File: src/rtl/mux2_rr_arbiter.sv
// Two-requester round-robin arbiter in front of a 2:1 word selector.
// The owner keeps the grant for up to MAX_BURST transfers while the other side waits.
module mux2_rr_arbiter #(
  parameter int DATA_LEN  = 1,
  parameter int MAX_BURST = 4
) (
  input  logic                clk,
  input  logic                rst_n,
  input  logic                req0_valid,
  input  logic [DATA_LEN-1:0] req0_data,
  output logic                req0_ready,
  input  logic                req1_valid,
  input  logic [DATA_LEN-1:0] req1_data,
  output logic                req1_ready,
  output logic                out_valid,
  output logic [DATA_LEN-1:0] out_data,
  input  logic                out_ready,
  output logic                sel,
  output logic                busy
);

  localparam int CNT_W = $clog2(MAX_BURST + 1);

  localparam logic [1:0] ST_IDLE   = 2'd0;
  localparam logic [1:0] ST_GRANT0 = 2'd1;
  localparam logic [1:0] ST_GRANT1 = 2'd2;

  logic [1:0]       state;
  logic [1:0]       state_next;
  logic             sel_next;
  logic             last;
  logic             last_next;
  logic [CNT_W-1:0] cnt;
  logic [CNT_W-1:0] cnt_next;

  logic grant0;
  logic grant1;
  logic owner;
  logic own_valid;
  logic other_valid;
  logic xfer;
  logic cnt_at_last;
  logic do_release;

  assign grant0 = (state == ST_GRANT0);
  assign grant1 = (state == ST_GRANT1);
  assign busy   = grant0 | grant1;

  // owner is only meaningful while busy; it names the side holding the grant.
  assign owner       = grant1;
  assign own_valid   = owner ? req1_valid : req0_valid;
  assign other_valid = owner ? req0_valid : req1_valid;

  assign out_valid  = (grant0 & req0_valid) | (grant1 & req1_valid);
  assign req0_ready = grant0 & out_ready;
  assign req1_ready = grant1 & out_ready;
  assign xfer       = out_valid & out_ready;

  // The data path is forced low during reset so every output reads 0.
  assign out_data = rst_n ? (sel ? req1_data : req0_data) : '0;

  assign cnt_at_last = (cnt == CNT_W'(MAX_BURST - 1));

  // A grant ends when its owner stops offering words, or when the burst
  // budget is spent and the other side is waiting.
  assign do_release = busy & (~own_valid | (xfer & cnt_at_last & other_valid));

  always_comb begin
    state_next = state;
    sel_next   = sel;
    last_next  = last;
    cnt_next   = cnt;
    case (state)
      ST_IDLE: begin
        if (req0_valid && req1_valid) begin
          state_next = last ? ST_GRANT0 : ST_GRANT1;
          sel_next   = ~last;
        end else if (req0_valid) begin
          state_next = ST_GRANT0;
          sel_next   = 1'b0;
        end else if (req1_valid) begin
          state_next = ST_GRANT1;
          sel_next   = 1'b1;
        end
      end
      ST_GRANT0, ST_GRANT1: begin
        if (do_release) begin
          last_next = owner;
          cnt_next  = '0;
          if (other_valid) begin
            // Hand straight over to the waiting side with no idle bubble.
            state_next = owner ? ST_GRANT0 : ST_GRANT1;
            sel_next   = ~owner;
          end else begin
            state_next = ST_IDLE;
          end
        end else if (xfer) begin
          cnt_next = cnt_at_last ? '0 : cnt + CNT_W'(1);
        end
      end
      default: begin
        state_next = ST_IDLE;
      end
    endcase
  end

  always_ff @(posedge clk or negedge rst_n) begin
    if (!rst_n) begin
      state <= ST_IDLE;
      sel   <= 1'b0;
      last  <= 1'b1;
      cnt   <= '0;
    end else begin
      state <= state_next;
      sel   <= sel_next;
      last  <= last_next;
      cnt   <= cnt_next;
    end
  end

endmodule

File: config.mk
export PLATFORM = sky130hd
export DESIGN_NAME = mux2_rr_arbiter
export DESIGN_NICKNAME = d
export VERILOG_FILES = /design/src/rtl/mux2_rr_arbiter.sv
export SDC_FILE = /design/constraint.sdc
export NUM_CORES = 1
export LEC_CHECK = 0
export ABC_AREA = 1
export BUFFER_PORTS_ARGS = -buffer_cell sky130_fd_sc_hd__buf_2
export CORE_MARGIN = 2
export CORE_UTILIZATION = 40
export CTS_CLUSTER_DIAMETER = 150
export DETAILED_ROUTE_END_ITERATION = 8
export PLACE_DENSITY = 0.71
export REMOVE_ABC_BUFFERS = 1
export SYNTH_ARGS = -nofsm -noshare
export SYNTH_HDL_FRONTEND = slang
export SYNTH_SLANG_ARGS = --single-unit
File: constraint.sdc
create_clock -name clk -period 2.9 [get_ports clk]
set_input_delay 0.435 -clock clk [delete_from_list [all_inputs] [get_ports clk]]
set_output_delay 0.435 -clock clk [all_outputs]
set_load 0.01 [all_outputs]
; Yosys cells after proc, flatten, opt, wreduce, memory -nomap -nowiden
; Index checks and enable logic that the tools add are counted.
[word_totals]
ff_bits = 7
latchBits = 0
ramBits = 0
romBits = 0
inputBits = 7
out_inout_bits = 6
wordCells = 55
memories = 0
[classes]
n_addsub = 1
n_mul = 0
n_div = 0
n_lt_le_gt_ge = 0
eq_ne = 6
shift = 0
mux = 21
bitwise_logic = 14
n_reduce_logical = 9
[ops]
columns = operator, n
row1 = 2-bit two-way mux, 7
row2 = 1-bit two-way mux, 9
row3 = 3-bit two-way mux, 3
row4 = 1-bit bitwise AND, 8
row5 = 2-bit AND reduction, 3
row6 = "2-bit != test, second input constant", 2
row7 = "4-bit != test, second input constant", 1
row8 = 2-bit case mux with 2 select lines, 1
row9 = 4-bit AND reduction, 1
row10 = 2-bit nonzero test, 2
row11 = "3-bit by 1-bit adder with 3-bit output, second input constant", 1
row12 = "3-bit by 2-bit equality test with 1-bit output, second input constant", 1
row13 = 1-bit NOT, 3
row14 = 1-bit bitwise OR, 3
row15 = "2-bit by 1-bit equality test with 1-bit output, second input constant", 1
row16 = "2-bit equality test, second input constant", 1
row17 = 2-bit logical NOT, 1
row18 = 1-bit case mux with 2 select lines, 1
row19 = 2-bit OR reduction, 1
row20 = 1-bit logical AND, 1

; Depth between registers and ports, before layout
; Gate-level depths: netlist (run 1).
[logic_depth]
depth_word = 10
depth_mapped = 11
depth_no_buf = 11

; Worst setup path before layout (run 1)
; Ideal clock, no wire load.
[synth_path]
kind = register to register
startpoint = register state[0]
endpoint = register sel
setup_time_ps = 117
arrival_ps = 1372
path_slack_ps = 1412
stages_incl_launch_ff = 11
path_buffers = 1
cell_sequence = dfrtp_1 inv_1 ha_1 buf_2 nand3_1 o21ai_0 nand2_1 nand2_1 nand2_1 nand2_1 nand2_1
[synth_via]
elab_cells_between_ends = 25
classes_between = eq/ne: 5 / mux: 5 / bitwise: 11 / reduce/logical: 4
[synth_rtl]
columns = item, line
row1 = start: declaration, 28  ; logic [1:0] state;
row2 = start signal: assignment, 114  ; state <= state_next;
row3 = 2-bit by 1-bit equality test with 1-bit output or 2-bit equality test (tied branches), "45, 46"
row4 = 1-bit bitwise OR *, 47  ; assign busy = grant0 | grant1;
row5 = named net busy, 19  ; output logic busy
row6 = 1-bit bitwise AND *, 66  ; assign do_release = busy & (~own_valid | (xfer & cnt_at_last & other_valid));
row7 = 2-bit != test (no source line) *, n/a
row8 = 4-bit AND reduction (no source line) *, n/a
row9 = end signal: assignment, 115  ; sel <= sel_next;
row10 = end: declaration, 18  ; output logic sel,
; The timed path passes the listed nets; every way through them passes the cells marked *. The select of a mux whose other input is x is not followed.
; A chain may end at the register's enable or synchronous reset.

; Worst setup path after layout (run 1)
[layout_path]
startpoint = register state[0]
endpoint = output port busy
[layout_via]
elab_chain_len = 2
elab_cells_between_ends = 3
classes_between = eq/ne: 2 / bitwise: 1
[layout_lines]
columns = item, line
row1 = 2-bit by 1-bit equality test with 1-bit output or 2-bit equality test (tied branches), "45, 46"
row2 = 1-bit bitwise OR *, 47
row3 = end: declaration, 19
; Every way passes the cells marked *; elsewhere a longest branch is shown, timed or not.

==> results of run 1 <==
[power by group through the flow]
stage	Sequential (uW)	Clock (uW)	Combinational (uW)
after detailed placement	170	0	424
after CTS	168	99.8	426
after global placement	169	0	415
after floorplan	168	0	324
final	168	95.3	425
after global routing	174	106	488
[layout make-up]
type,count,share of cell area (%)
flip-flops and latches,7,26.3
repair buffers,12,8.94
multi-input cells,61,49.2
clock buffers,4,3.91
inverters,16,8.94
well taps,15,2.79
[cells by family (layout without fill, tap and decap cells)]
family,after synthesis,count (layout)
buf+inv,17,32
compound gates,14,14
fa+ha+maj,5,5
simple gates,42,42
flops,7,7
[routing by layer]
layer / wire (um) / vias up
met4: 38 / 0
met2: 593 / 5
met5: 0 / -
met3: 31 / 5
li1: - / 295
met1: 520 / 257
[worst max path at each step]
stage,endpoint,cells past startpoint,startpoint,slack (ns)
after detailed placement,cnt[0]$_DFFE_PN0P_,9,state[0]$_DFFE_PN0P_,1.28
after CTS,busy,3,state[0]$_DFFE_PN0P_,1.06
final,busy,3,state[0]$_DFFE_PN0P_,1.06
after global routing,out_valid,5,state[0]$_DFFE_PN0P_,0.98
after floorplan,state[0]$_DFFE_PN0P_,11,state[0]$_DFFE_PN0P_,1.42
after global placement,state[0]$_DFFE_PN0P_,11,state[0]$_DFFE_PN0P_,1.31
[registers in the layout (all words and copies together) (netlist names)]
name / flops
state: 2
cnt: 3
sel: 1
last: 1
[metrics by stage]
stage	total power, uW	hold WS, ns
final	688	0.00528
after global routing	767	0.00866
after CTS	694	0.00683
after detailed placement	594	0.292
after global placement	585	0.288
after floorplan	492	0.139
[layout by cell type, fill, tap and decap left out, drive strengths merged]
cell type and count:
a21oi 5, inv 16, ha 5, o22ai 1, nand4 1, buf 12
clkbuf 4, dfstp 1, a21boi 1, nand2 32, dfrtp 6, or2 2
nand3 6, o21ai 7, nor3 1
==> Flow_metrics.wiki, run 1 <==
{| class="wikitable"
! Metric !! Value
|-
| Status || finished clean
|-
| Area fraction in compound gates after synthesis || 14.2%
|-
| Cell type group with the largest total delay on the critical path || adder cells
|-
| Placed cell areas || 646 sq um
|-
| CP max stage cell || sky130_fd_sc_hd__ha_1
|-
| Chip height || 41.8 um
|-
| Library cell occupying the most area in the post-synthesis netlist || sky130_fd_sc_hd__dfrtp_1
|-
| Cell area after technology mapping || 572 sq um
|-
| Summed negative setup slack over all endpoints || 0 ns
|-
| CTS max path bufs || 2
|-
| Syn Inst Count || 85
|-
| Ranking of synthesized cells by instance count || sky130_fd_sc_hd__nand2_1 (29), sky130_fd_sc_hd__inv_1 (14), sky130_fd_sc_hd__dfrtp_1 (6)
|-
| Number of hold violations in the final report || 0
|-
| Worst setup slack before clock tree synthesis || 1.28 ns
|-
| Initial cell density of the core || 43.4%
|-
| Buf/Inv on CP || 2
|-
| Post-synth EDFFs || 0
|-
| Combinational family with the most area after synthesis || simple AND/OR/NAND/NOR gates
|-
| Placed cell count || 111
|-
| Number of antenna violations at the first check in global routing || 0
|-
| P_int || 359 uW
|-
| MaxCap Viol Count || 0
|-
| Worst-path fanout max || 10
|-
| Layout cells sized above 1 || 25.0%
|-
| Count of H-tree levels built during CTS || 1
|-
| Clock tree from TritonCTS || done
|-
| Required time at the endpoint of the critical path || 2.47 ns
|-
| Source-to-sink clock delay at the later pin of the worst-skew pair || 0.26 ns
|-
| Total CTS buffers || 3
|-
| Grt ovf || 0
|-
| Final Max Tran Viols || 0
|-
| Net switching component of the power || 329 uW
|-
| Relative contribution of combinational cells to total power || 61.7%
|-
| Buffers inserted by post-CTS timing repair || 0
|-
| Diode count || 0
|-
| Post-synthesis area per instance || 6.73 sq um
|-
| Clock slew at the register clock pins of the worst setup and hold paths || 0.06 ns
|-
| Worst relative slew slack || 79.2%
|-
| TritonRoute pass-1 iters || 4
|-
| Port bufs || 12
|-
| Worst Path Arrival || 1.41 ns
|-
| Clock sinks || 7
|-
| Ordered cell list for the critical path || inv_1 -> ha_1 -> buf_2
|-
| Filler cell count || 134
|-
| Setup CP Type || register to primary output
|-
| Share of the cycle needed by the critical path after routing || 63.5%
|-
| Worst setup slack after layout || 1.06 ns
|-
| Proportion of netlist area held by the largest area contributor || 26.3%
|-
| Capture instance of the worst register-to-register path || state[0]$_DFFE_PN0P_
|-
| Footprint of the flip-flops and latches || 176 sq um
|-
| Worst clock skew || 0.00125 ns
|-
| Worst Max-Slew Pin Slew || 0.312 ns
|-
| Vias per cell || 4.89
|-
| Worst R2R Path Depth || 11
|-
| Die Width || 41.8 um
|-
| Setup slack of the most critical reg-to-reg path || 1.28 ns
|-
| Min Tclk post-route || 1.84 ns
|-
| Combined area of the multi-input logic cells || 330 sq um
|-
| Estimated wirelength of the detail-placed design || 928 um
|-
| Total setup violations reported at the end of the flow || 0
|-
| Dominant cells by area after synthesis || sky130_fd_sc_hd__dfrtp_1 (26%), sky130_fd_sc_hd__nand2_1 (19%), sky130_fd_sc_hd__ha_1 (11%), sky130_fd_sc_hd__inv_1 (9.2%), sky130_fd_sc_hd__dfstp_2 (4.6%)
|-
| Largest net degree at the start of global routing || 11
|-
| Sequential area share after synthesis || 30.9%
|-
| Grt peak-use layer || met2
|-
| Post-synth cell types || 20
|-
| Most common flop cell mapped by yosys || sky130_fd_sc_hd__dfrtp_1
|-
| Area fraction in and, or, nand and nor cells after synthesis || 32.6%
|-
| Summed area of non-filler cells in the final layout || 672 sq um
|-
| DRC Markers || 0
|-
| Total number of yosys warnings || 0
|-
| Count of pins on the block boundary || 13
|-
| Via count of the first global-routing pass || 508
|-
| Routed wirelength normalized by instance count || 10.3 um
|-
| #FFs+latches synth || 7
|-
| DR iter-0 viols || 6
|-
| Standard-cell row count || 13
|-
| Maximum vdd drop || 0.483 mV
|-
| Nature of the critical path startpoint || register
|-
| Most instantiated library cell after synthesis || sky130_fd_sc_hd__nand2_1
|-
| Fraction of registers with async set/reset || 100%
|-
| Vias after detailed routing || 562
|-
| Unrepaired setup endpoints after global routing || false
|-
| Core outline area || 1320 sq um
|-
| Net switching share of the total power || 47.8%
|-
| Core Util, Final || 51.0%
|-
| Post-Route WL || 1180 um
|-
| Achievable Freq || 543 MHz
|-
| Reported leakage power || 0.000401 uW
|-
| Worst reg2reg path startpoint || state[0]$_DFFE_PN0P_
|-
| Area share of fa/ha/maj cells after synthesis || 10.9%
|-
| XOR/XNOR share of the synthesized area || 0%
|-
| Met1 layer usage reported by global route || 17.9%
|-
| CTS resizes || 0
|-
| Post-layout nets || 113
|-
| Multiplexer share of the synthesized area || 0%
|-
| Longest individual stage delay on the worst path || 0.47 ns
|-
| Post-CTS Hold Fix Bufs || 0
|-
| Routability cong. || 0.765
|-
| Met2 Track Usage GR || 26.3%
|-
| Final Instance Count excl. Fillers || 115
|-
| Cell area power density || 1020 nW/um^2
|-
| Worst hold path type || input port to async pin
|-
| Synth-to-Final Area Change || 17.5%
|-
| Met3 demand-to-capacity share in global routing || 5.22%
|-
| Root Buffer || sky130_fd_sc_hd__clkbuf_4
|-
| Sequential power share || 24.4%
|-
| Global routing usage summed across all routing layers || 16.3%
|-
| Die ar. || 1750 sq um
|-
| Wire length of the first global-routing pass || 2130 um
|-
| Clock group share of total power || 13.9%
|-
| Number of routed nets with antenna violations || 0
|-
| Kind of capture point of the worst setup path || primary output
|}
Note: power is estimated with default switching activity, not from simulation.
==> run 2: changes to the inputs <==
--- a/config.mk
+++ b/config.mk
@@ -5,7 +5,7 @@
 export SDC_FILE = /design/constraint.sdc
 export NUM_CORES = 1
 export LEC_CHECK = 0
-export ABC_AREA = 1
+export ABC_AREA = 0
 export BUFFER_PORTS_ARGS = -buffer_cell sky130_fd_sc_hd__buf_2
 export CORE_MARGIN = 2
 export CORE_UTILIZATION = 40
==> constraint.sdc (replaced) <==
create_clock -name clk -period 1.9 [get_ports clk]
set_input_delay 0.285 -clock clk [delete_from_list [all_inputs] [get_ports clk]]
set_output_delay 0.285 -clock clk [all_outputs]
set_load 0.01 [all_outputs]
==> run 2 against run 1 <==
Sequential share of layout area is essentially flat. Utilization is 0.095 points higher. Sequential power is 61% higher. First-iteration DRC count did not move. Flip-flop and latch count unchanged. Clock skew up 0.0074 ns. Register-to-register slack worse by 1.1 ns. Global-route usage down 1.9 points. Clock power increased by 42%. Synthesized cell count fell by 28%. Worst hold slack improved by 0.39 ns. Design area up 0.19%. Critical path type is now register to register.
==> Flow_metrics.wiki, run 2 <==
{| class="wikitable"
! Metric !! Value
|-
| Post-Route WL || 1170 um (was 1180 um)
|-
| Post-synth cell types || 27 (was 20)
|-
| Syn Inst Count || 61 (was 85)
|-
| Initial cell density of the core || 43.0% (was 43.4%)
|-
| Worst-path fanout max || 8 (was 10)
|-
| Min Tclk post-route || 1.77 ns
|-
| Tightest hold margin || 0.399 ns (was 0.00528 ns)
|-
| Number of routed nets with antenna violations || 0 (unchanged)
|-
| Most common flop cell mapped by yosys || sky130_fd_sc_hd__dfrtp_1 (unchanged)
|-
| Wire length of the first global-routing pass || 1880 um (was 2130 um)
|-
| Final Max Tran Viols || 0 (unchanged)
|-
| Post-layout nets || 90 (was 113)
|-
| Setup CP Type || register to register (was register to primary output)
|-
| Achievable Freq || 565 MHz
|-
| TritonRoute pass-1 iters || 4 (unchanged)
|-
| Worst relative slew slack || 59.6% (was 79.2%)
|-
| Total number of yosys warnings || 0 (unchanged)
|-
| Routability cong. || 0.909 (was 0.765)
|-
| Worst setup slack after layout || 0.131 ns (was 1.06 ns)
|-
| Via count of the first global-routing pass || 458 (was 508)
|-
| Chip height || 41.6 um (was 41.8 um)
|-
| Kind of capture point of the worst setup path || register (was primary output)
|-
| Proportion of netlist area held by the largest area contributor || 26.5% (was 26.3%)
|-
| Diode count || 0 (unchanged)
|-
| Required time at the endpoint of the critical path || 2.03 ns (was 2.47 ns)
|-
| Cell area power density || 1550 nW/um^2 (was 1020 nW/um^2)
|-
| Post-synthesis area per instance || 9.29 sq um (was 6.73 sq um)
|-
| Summed negative setup slack over all endpoints || 0 ns (unchanged)
|-
| DRC Markers || 0 (unchanged)
|-
| Share of the cycle needed by the critical path after routing || 93.1%
|-
| Vias per cell || 5.50 (was 4.89)
|-
| Core outline area || 1320 sq um (unchanged)
|-
| Clock sinks || 7 (unchanged)
|-
| Fraction of registers with async set/reset || 100% (unchanged)
|-
| Layout cells sized above 1 || 27.3% (was 25.0%)
|-
| Estimated wirelength of the detail-placed design || 907 um (was 928 um)
|-
| Nature of the critical path startpoint || register (unchanged)
|-
| Number of hold violations in the final report || 0 (unchanged)
|-
| Count of pins on the block boundary || 13 (unchanged)
|-
| Worst clock skew || 0.00861 ns (was 0.00125 ns)
|-
| Summed area of non-filler cells in the final layout || 673 sq um (was 672 sq um)
|-
| Routed wirelength normalized by instance count || 12.7 um (was 10.3 um)
|-
| Die Width || 41.6 um (was 41.8 um)
|-
| Worst Max-Slew Pin Slew || 0.590 ns (was 0.312 ns)
|-
| Port bufs || 12 (unchanged)
|-
| Standard-cell row count || 13 (unchanged)
|-
| Status || finished clean (unchanged)
|-
| Clock tree from TritonCTS || done (unchanged)
|-
| Register with the most flip-flops || cnt (unchanged)
|-
| Most instantiated library cell after synthesis || sky130_fd_sc_hd__nand2_1 (unchanged)
|-
| Total CTS buffers || 3 (unchanged)
|-
| Unrepaired setup endpoints after global routing || false (unchanged)
|-
| Final Instance Count excl. Fillers || 92 (was 115)
|-
| Placed cell count || 87 (was 111)
|-
| Source-to-sink clock delay at the later pin of the worst-skew pair || 0.25 ns (was 0.26 ns)
|-
| Vias after detailed routing || 506 (was 562)
|-
| Global routing usage summed across all routing layers || 14.4% (was 16.3%)
|-
| #FFs+latches synth || 7 (unchanged)
|-
| Synth-to-Final Area Change || 18.8% (was 17.5%)
|-
| Clock slew at the register clock pins of the worst setup and hold paths || 0.06 ns (about the same)
|-
| Reported leakage power || 0.000348 uW (was 0.000401 uW)
|-
| Cell area after technology mapping || 567 sq um (was 572 sq um)
|-
| Worst setup slack before clock tree synthesis || 0.0842 ns (was 1.28 ns)
|-
| MaxCap Viol Count || 0 (unchanged)
|-
| Maximum vdd drop || 0.737 mV (was 0.483 mV)
|-
| Ranking of synthesized cells by instance count || sky130_fd_sc_hd__nand2_1 (7), sky130_fd_sc_hd__dfrtp_1 (6), sky130_fd_sc_hd__inv_1 (6) (was sky130_fd_sc_hd__nand2_1 (29), sky130_fd_sc_hd__inv_1 (14), sky130_fd_sc_hd__dfrtp_1 (6))
|-
| Count of H-tree levels built during CTS || 1 (unchanged)
|-
| Number of antenna violations at the first check in global routing || 0 (unchanged)
|-
| Largest regs || cnt x3, state x2 (unchanged)
|-
| CTS max path bufs || 2 (unchanged)
|-
| Most common cell after layout, fill and taps aside || sky130_fd_sc_hd__buf_2 (was sky130_fd_sc_hd__nand2_1)
|-
| Sequential area share after synthesis || 31.1% (was 30.9%)
|-
| DR iter-0 viols || 6 (unchanged)
|-
| Post-synth EDFFs || 0 (unchanged)
|-
| Worst Path Arrival || 1.90 ns (was 1.41 ns)
|-
| Placed cell areas || 634 sq um (was 646 sq um)
|-
| Dominant cells by area after synthesis || sky130_fd_sc_hd__dfrtp_1 (26%), sky130_fd_sc_hd__ha_1 (11%), sky130_fd_sc_hd__mux2_4 (5.3%), sky130_fd_sc_hd__dfstp_2 (4.6%), sky130_fd_sc_hd__nand2_1 (4.6%) (was sky130_fd_sc_hd__dfrtp_1 (26%), sky130_fd_sc_hd__nand2_1 (19%), sky130_fd_sc_hd__ha_1 (11%), sky130_fd_sc_hd__inv_1 (9.2%), sky130_fd_sc_hd__dfstp_2 (4.6%))
|-
| Most frequent cells in the layout || sky130_fd_sc_hd__buf_2 (12), sky130_fd_sc_hd__nand2_1 (7), sky130_fd_sc_hd__inv_1 (6), sky130_fd_sc_hd__dfrtp_1 (6) (was sky130_fd_sc_hd__nand2_1 (29), sky130_fd_sc_hd__inv_1 (14), sky130_fd_sc_hd__buf_2 (12))
|-
| Largest net degree at the start of global routing || 11 (unchanged)
|-
| Largest register FFs || 3 (unchanged)
|-
| Grt ovf || 0 (unchanged)
|-
| Root Buffer || sky130_fd_sc_hd__clkbuf_4 (unchanged)
|-
| Buffers inserted by post-CTS timing repair || 0 (unchanged)
|-
| Total setup violations reported at the end of the flow || 0 (unchanged)
|-
| Die ar. || 1730 sq um (was 1750 sq um)
|-
| Library cell occupying the most area in the post-synthesis netlist || sky130_fd_sc_hd__dfrtp_1 (unchanged)
|-
| Worst hold path type || input port to async pin (unchanged)
|}
-- run 2: changes by cell type after synthesis, moves of 3 or more --
cell                       delta
sky130_fd_sc_hd__inv_1        -8
sky130_fd_sc_hd__nand2_1     -22
sky130_fd_sc_hd__nand2_2      -3
sky130_fd_sc_hd__nand2b_1     +3
sky130_fd_sc_hd__nand3_1      -4
sky130_fd_sc_hd__nor2b_1      +3
-- run 2: logic make-up after synthesis --
kind of cell	count (synthesis)	share of synthesized area, %
fa+ha+maj	5	11.0
buf+inv	7	5.96
simple gates	20	19.2
mux	5	10.8
flops	7	31.1
compound gates	17	21.9
-- run 2: cell type report --
class                   instances  area, sq um
fillers                       131          644
multi-input cells              47          359
flip-flops and latches          7          176
repair buffers                 13         70.1
clock buffers                   4         26.3
inverters                       6         22.5
well taps                      15         18.8
-- run 2: worst max-delay path, stage by stage, from the launching register on --
cell and delay, ns:
sky130_fd_sc_hd__dfrtp_1 0.39, sky130_fd_sc_hd__inv_1 0.11, sky130_fd_sc_hd__ha_2 0.27, sky130_fd_sc_hd__mux2_4 0.33, sky130_fd_sc_hd__o21ai_2 0.09, sky130_fd_sc_hd__o221ai_1 0.14, sky130_fd_sc_hd__a211o_1 0.31
-- run 2: stage by stage --
step	power, uW	util, %
after floorplan	740	-
after global placement	890	48.1
after detailed placement	900	48.1
after CTS	1050	50.9
after global routing	1140	51.1
final	1040	51.1
-- run 2: per-layer routing --
| metal | routed length [um] | track usage, % | part of all wire [%] |
|---|---|---|---|
| met1 | 542 | 18.3 | 46 |
| met2 | 525 | 21.6 | 45 |
| met3 | 82 | 7.83 | 7.0 |
| met4 | 21 | 3.23 | 1.8 |
| met5 | 0 | 0 | 0 |
-- run 2: worst paths after layout --
path	slack [ns]	cells after the start	end	from
max reg2reg	0.13	6	sel$_DFFE_PN0P_	state[0]$_DFFE_PN0P_
min reg2reg	0.50	2	cnt[1]$_DFFE_PN0P_	cnt[1]$_DFFE_PN0P_
min	0.40	2	state[1]$_DFFE_PN0P_	rst_n
max in group asynchronous	1.26	2	last$_DFFE_PN1P_	rst_n
min in group clk	0.45	4	state[0]$_DFFE_PN0P_	req0_valid
max	0.13	6	sel$_DFFE_PN0P_	state[0]$_DFFE_PN0P_
-- run 2: report_power, final --
group	internal, uW	total (uW)	switching (uW)	leakage (uW)
Combinational	298	637	338	0.000245
Sequential	218	271	53.1	0.0000880
Clock	80.2	135	55.2	0.0000150
-- run 2: what timing repair did --
item	in CTS	in global routing
gates resized for setup	0	1
hold endpoints to repair	6	0
hold buffers	1	0
setup endpoints to repair	0	1
